[config.mk]
export PLATFORM = sky130hd
export DESIGN_NAME = paddle_ctrl
export DESIGN_NICKNAME = d
export VERILOG_FILES = /design/src/rtl/paddle_ctrl.sv
export SDC_FILE = /design/constraint.sdc
export NUM_CORES = 1
export LEC_CHECK = 0
export ABC_AREA = 1
export CORE_MARGIN = 2
export CORE_UTILIZATION = 45
export DETAILED_ROUTE_END_ITERATION = 10
export PLACE_DENSITY = 0.71
export SLEW_MARGIN = 0
export SYNTH_ARGS = -nofsm -noshare
export SYNTH_HDL_FRONTEND = slang
export SYNTH_SLANG_ARGS = --single-unit
export TNS_END_PERCENT = 5
[constraint.sdc]
create_clock -name clk -period 1.9 [get_ports clk]
set_input_delay 0.38 -clock clk [delete_from_list [all_inputs] [get_ports clk]]
set_output_delay 0.38 -clock clk [all_outputs]
set_load 0.05 [all_outputs]
[src/rtl/paddle_ctrl.sv]
// Paddle vertical position sequencer: first-press step, repeat delay, then per-frame repeat.
// Optional macro PADDLE_ACCEL_EN doubles the step after ACCEL_TICKS repeat steps.
module paddle_ctrl #(
  parameter int Y_W          = 10,
  parameter int SCREEN_H     = 480,
  parameter int PADDLE_H     = 64,
  parameter int STEP         = 4,
  parameter int INIT_Y       = 208,
  parameter int REPEAT_DELAY = 8,
  parameter int ACCEL_TICKS  = 16
) (
  input  logic           clk,
  input  logic           rst,
  input  logic           frame_tick,
  input  logic [1:0]     move,
  input  logic           freeze,
  output logic [Y_W-1:0] paddle_y,
  output logic           at_top,
  output logic           at_bottom,
  output logic           moving,
  output logic           step_evt
);

  localparam int MAX_Y = SCREEN_H - PADDLE_H;
  localparam int CNT_W = $clog2(REPEAT_DELAY + 1);
  localparam logic [Y_W:0] MAX_Y_X = (Y_W+1)'(MAX_Y);

  typedef enum logic [1:0] {S_IDLE, S_PRESS, S_DELAY, S_REPEAT} state_t;

  state_t           r_state;
  logic [Y_W-1:0]   r_y;
  logic             r_dir;
  logic [CNT_W-1:0] r_delay_cnt;
  logic             r_step_evt;

  logic [Y_W:0] w_step;
  logic [Y_W:0] w_y_ext;
  logic [Y_W:0] w_up;
  logic [Y_W:0] w_dn_sum;
  logic [Y_W:0] w_dn;
  logic [Y_W:0] w_next_ext;
  logic         w_hold;
  logic         w_step_now;

  // Direction still held and nothing forcing a return to IDLE or a re-press.
  assign w_hold = !freeze && !move[1] && (move[0] == r_dir);

  assign w_step_now = frame_tick && w_hold &&
                      ((r_state == S_PRESS) || (r_state == S_REPEAT) ||
                       ((r_state == S_DELAY) &&
                        (r_delay_cnt == CNT_W'(REPEAT_DELAY - 1))));

`ifdef PADDLE_ACCEL_EN
  localparam int ACC_W = $clog2(ACCEL_TICKS + 1);
  logic [ACC_W-1:0] r_acc_cnt;

  always_ff @(posedge clk) begin
    if (rst || (r_state != S_REPEAT)) begin
      r_acc_cnt <= '0;
    end else if (w_step_now && (r_acc_cnt != ACC_W'(ACCEL_TICKS))) begin
      r_acc_cnt <= r_acc_cnt + 1'b1;
    end
  end

  assign w_step = (r_acc_cnt == ACC_W'(ACCEL_TICKS)) ? (Y_W+1)'(2 * STEP)
                                                     : (Y_W+1)'(STEP);
`else
  assign w_step = (Y_W+1)'(STEP);
`endif

  assign w_y_ext    = {1'b0, r_y};
  assign w_up       = (w_y_ext < w_step) ? '0 : (w_y_ext - w_step);
  assign w_dn_sum   = w_y_ext + w_step;
  assign w_dn       = (w_dn_sum > MAX_Y_X) ? MAX_Y_X : w_dn_sum;
  assign w_next_ext = r_dir ? w_dn : w_up;

  always_ff @(posedge clk) begin
    if (rst) begin
      r_state     <= S_IDLE;
      r_y         <= Y_W'(INIT_Y);
      r_dir       <= 1'b0;
      r_delay_cnt <= '0;
      r_step_evt  <= 1'b0;
    end else begin
      r_step_evt <= 1'b0;
      if (r_state == S_IDLE) begin
        if (!freeze && !move[1]) begin
          r_state <= S_PRESS;
          r_dir   <= move[0];
        end
      end else if (freeze || move[1]) begin
        r_state <= S_IDLE;
      end else if (move[0] != r_dir) begin
        r_state <= S_PRESS;
        r_dir   <= move[0];
      end else if (frame_tick) begin
        case (r_state)
          S_PRESS: begin
            r_delay_cnt <= '0;
            r_state     <= S_DELAY;
          end
          S_DELAY: begin
            if (r_delay_cnt == CNT_W'(REPEAT_DELAY - 1)) r_state <= S_REPEAT;
            else r_delay_cnt <= r_delay_cnt + 1'b1;
          end
          default: ;
        endcase
      end

      // Clamped steps at a limit leave the position alone and raise no event.
      if (w_step_now) begin
        r_y        <= w_next_ext[Y_W-1:0];
        r_step_evt <= (w_next_ext != w_y_ext);
      end
    end
  end

  assign paddle_y  = r_y;
  assign at_top    = (r_y == '0);
  assign at_bottom = (r_y == Y_W'(MAX_Y));
  assign moving    = (r_state != S_IDLE);
  assign step_evt  = r_step_evt;

endmodule
==> results list <==
- The wire-length estimate of the detail-placed layout is 3185 um.
- Leading register cell type out of synthesis: sky130_fd_sc_hd__dfxtp_1
* Final non-filler cell area: around 2200 um^2
- In the post-route analysis, the smallest setup slack over all paths is -0.1233 ns.
- Power density over the cells: 369.2 nW/um^2
- Setup violations remaining at the end of the flow were counted as 4.
* Dominant cell by count in the synthesized netlist: sky130_fd_sc_hd__nand2_1
- The repair_antennas step left the layout with diodes totalling 0.
* Fraction of final layout cells with drive strength greater than 1: 34.98%
- The run finished, with violations left.
- Switching part of the total: slightly above 30%
* TritonCTS clock tree: built
* Maximum buffer depth of the clock tree: 2
* Period minus WS final: just over 2 ns
- Number of global-route vias before repair: 1,636
* Count of state elements after synthesis: 18
- Crit Path Max Fanout: 2
- Root buffer cell: sky130_fd_sc_hd__clkbuf_4
- Unrepaired setup endpoints after global routing: yes
- In this run the tool buffered the top-level ports with 19 buffer cells.
* Overall power consumption: 0.0008256 W
* Synthesized area per cell: 6.159 um^2
- Yosys warning count: 0
- The first global-routing pass estimated 7417 um of wire.
* Data arrival time of the worst path: 1.64 ns
* Library cell occupying the most area in the post-synthesis netlist: sky130_fd_sc_hd__dfxtp_1
* TritonCTS Sinks: 18
- Worst-path clk slew: approximately 0.11 ns
- CP Capture Type: primary output
* Failing checks: negative setup slack
- Worst VDD drop: 0.3451 mV
* Count of flip-flops with a built-in enable after synthesis: 0
- The share of the Yosys chip area taken by registers is 22.59%.
* Post-placement cell area: 1989 um^2
- The initial antenna violation count came to 0.
- In the routed layout, each cell is associated on average with a via count of about 5.3.
- Req. time, crit path: roughly 1.5 ns
- Relative to the synthesized area, the layout overhead comes to 40.16%.
* Clk_lat worst skew: around 0.30 ns
- FFs w/ async S/R, synth: 0%
- Detailed-route DRC error count: 0
* Combinational Power Share: 21.5%
- Count of filler cells inserted in the layout: slightly above 300
* Starting density of the core: 47.43%
- Max-cap violations in this run came to 0.
* Worst hold path class: reg -> reg
- After floorplanning, the core was sized to cover 3363 um^2.
* CTS Hold Buffers Added: 0
- Summed over all layers, the routed wires come to 4463 um.
- Max-slew violations: 0
* Hold Fails Final Rpt: 0
- Summed over all layers, the global routing overflow is 0.
* Post-synth top cells: 64 x sky130_fd_sc_hd__nand2_1, 31 x sky130_fd_sc_hd__nand3_1, 25 x sky130_fd_sc_hd__nor2_1
* Least-Margin Pin Slew: 0.4874 ns
- Switching power total: roughly 0.00025 W
- Num ports: 20
- Maximum number of pins on one net before global-route repair: 11
* Max Clock Freq: 0.4942 GHz
- Across the routed clock network, the largest skew measured is 0.002957 ns.
- Vert. Die Dim: 63.54 um
* Number of standard cells after synthesis: about 260
* Part of the cycle the worst path needs: 106.5%
- Crit path kind: reg -> out
* Clock share of power: between 30 and 40%
- The synthesized design devotes to its leading area cell type 22.59% of total area.
- After the last flow step, the layout net total stands at between 300 and 400.
* Pleak: 1.017 nW
* Final RePlAce weighted congestion: 0.9038
- Critical Path Start Type: flip-flop
* Number of H-tree levels: 1
* Net count after synthesis: ~270
- Of the total power, registers draw 48.1%.
- In this run the remaining antenna-violating nets after routing total 0.
- Global routing consumed, over all layers together, a little under a quarter of the routing resources.
* Row Count: 21
- The synthesized netlist contains 29 unique library cells.
- Measured along the x axis, the die boundary spans between 60 and 70 um.
- The floorplan step defined a die boundary enclosing 4037 um^2.
* Cell types with the largest area share after synthesis: sky130_fd_sc_hd__dfxtp_1 23%, sky130_fd_sc_hd__nand2_1 15%, sky130_fd_sc_hd__nand3_1 9.7%
- Average wire per standard cell: around 13 um
- For this block, the initial DRC count from the detailed router was 114.
- Max-slew headroom: 67.41%
- Post-synth design cell area: around 1600 um^2
- First-pass iteration count of the detailed router: 4
- Total clock buffers created by CTS: 3
* Power Internal: 0.0005712 W
* Vias after detailed routing: about 1,800
==> cell usage in the layout (no fill, tap or decap), types with 2 or more instances in the layout <==
cell type	synthesis	routed
sky130_fd_sc_hd__a21oi_1	18	17
sky130_fd_sc_hd__buf_12	0	3
sky130_fd_sc_hd__buf_4	4	33
sky130_fd_sc_hd__buf_6	1	5
sky130_fd_sc_hd__clkbuf_4	0	3
sky130_fd_sc_hd__clkdlybuf4s50_1	0	6
sky130_fd_sc_hd__dfxtp_1	18	10
sky130_fd_sc_hd__dfxtp_2	0	5
sky130_fd_sc_hd__dfxtp_4	0	3
sky130_fd_sc_hd__ha_1	9	6
sky130_fd_sc_hd__ha_4	0	2
sky130_fd_sc_hd__inv_1	22	21
sky130_fd_sc_hd__inv_2	7	6
sky130_fd_sc_hd__inv_4	0	2
sky130_fd_sc_hd__nand2_1	64	59
sky130_fd_sc_hd__nand2_2	11	13
sky130_fd_sc_hd__nand2_4	1	4
sky130_fd_sc_hd__nand3_1	31	28
sky130_fd_sc_hd__nand3_2	2	5
sky130_fd_sc_hd__nand4_1	5	5
sky130_fd_sc_hd__nor2_1	25	21
sky130_fd_sc_hd__nor2_2	4	5
sky130_fd_sc_hd__nor2_4	3	6
sky130_fd_sc_hd__nor3_1	2	2
sky130_fd_sc_hd__nor4_4	0	2
sky130_fd_sc_hd__o21ai_0	14	13
sky130_fd_sc_hd__o21ai_1	3	3
sky130_fd_sc_hd__xor2_1	3	2
==> power groups by stage <==
stage	combinational [W]	clock (W)	sequential, W
2_1_floorplan	0.0000885	0	0.000424
4_1_cts	0.000168	0.000264	0.000400
3_3_place_gp	0.000163	0	0.000408
3_5_place_dp	0.000165	0	0.000408
5_1_grt	0.000196	0.000285	0.000400
6_report	0.000177	0.000251	0.000397
==> metal layers <==
metal,GRT usage (%),vias up,share of wire (%)
li1,-,933,-
met1,33.70,829,46
met2,35.00,67,45
met3,2.857,6,7.4
met4,8.696,0,1.6
met5,0,-,0
==> sequential cells by signal, indices dropped and copies added (netlist names) <==
| signal | flops |
|---|---|
| step_evt | 1 |
| r_delay_cnt | 4 |
| r_state | 2 |
| r_dir | 1 |
| paddle_y | 10 |
==> cells by family (layout without fill, tap and decap cells) <==
family	after synthesis	in the layout	share of synthesized area, %
AND/OR/NAND/NOR	155	155	46.35
flip-flops	18	18	22.59
AO/OA/AOI/OAI	37	37	11.92
buffers and inverters	36	80	9.883
adder cells (fa/ha/maj)	9	9	7.059
XOR/XNOR	4	4	2.196
==> worst paths after layout <==
| check | startpoint | to | slack (ns) | depth (start not counted) |
|---|---|---|---|---|
| setup / recovery | paddle_y[2]$_SDFFE_PP0P_ | at_top | -0.12 | 7 |
| hold / removal | r_delay_cnt[1]$_SDFFE_PP0P_ | r_delay_cnt[1]$_SDFFE_PP0P_ | 0.51 | 2 |
| setup reg to reg | paddle_y[2]$_SDFFE_PP0P_ | step_evt$_SDFF_PP0_ | -0.09 | 16 |
| hold reg to reg | r_delay_cnt[1]$_SDFFE_PP0P_ | r_delay_cnt[1]$_SDFFE_PP0P_ | 0.51 | 2 |
==> stage by stage <==
step / setup slack [ns] / setup TNS [ns] / util [%] / hold slack, ns / std cells
floorplan: 0.001071 / 0 / - / 0.4623 / 259
finish: -0.1233 / -0.3308 / 66.48 / 0.5094 / 349
detailed placement: -0.1024 / -0.2925 / 59.15 / 0.4962 / 337
CTS: -0.2154 / -0.4635 / 62.20 / 0.5142 / 346
global placement: -0.07314 / -0.2228 / 59.15 / 0.4845 / 337
global route: -0.2143 / -0.6974 / 66.48 / 0.5408 / 349
==> worst max-delay path: stages (launching register included) <==
cell	delay, ns
sky130_fd_sc_hd__dfxtp_2	0.35
sky130_fd_sc_hd__buf_6	0.12
sky130_fd_sc_hd__inv_4	0.06
sky130_fd_sc_hd__ha_4	0.11
sky130_fd_sc_hd__nand4_1	0.14
sky130_fd_sc_hd__buf_4	0.19
sky130_fd_sc_hd__nor4_4	0.19
sky130_fd_sc_hd__buf_12	0.18
==> final cells by class <==
cell class	instances	area [um^2]	area share [%]
well taps	46	57.56	2.574
multi-input cells	205	1226	54.84
repair buffers	47	424.2	18.97
inverters	29	113.9	5.092
clock buffers	4	36.28	1.623
flip-flops and latches	18	377.9	16.90
==> repair_timing <==
| action | CTS | global route |
|---|---|---|
| gates resized for setup | 9 | 31 |
| pin swaps | 5 | 19 |
| cloned | 0 | 0 |
| setup endpoints to repair | 3 | 8 |
| buffers inserted | 5 | 3 |
Note: power is estimated with default switching activity, not from simulation.
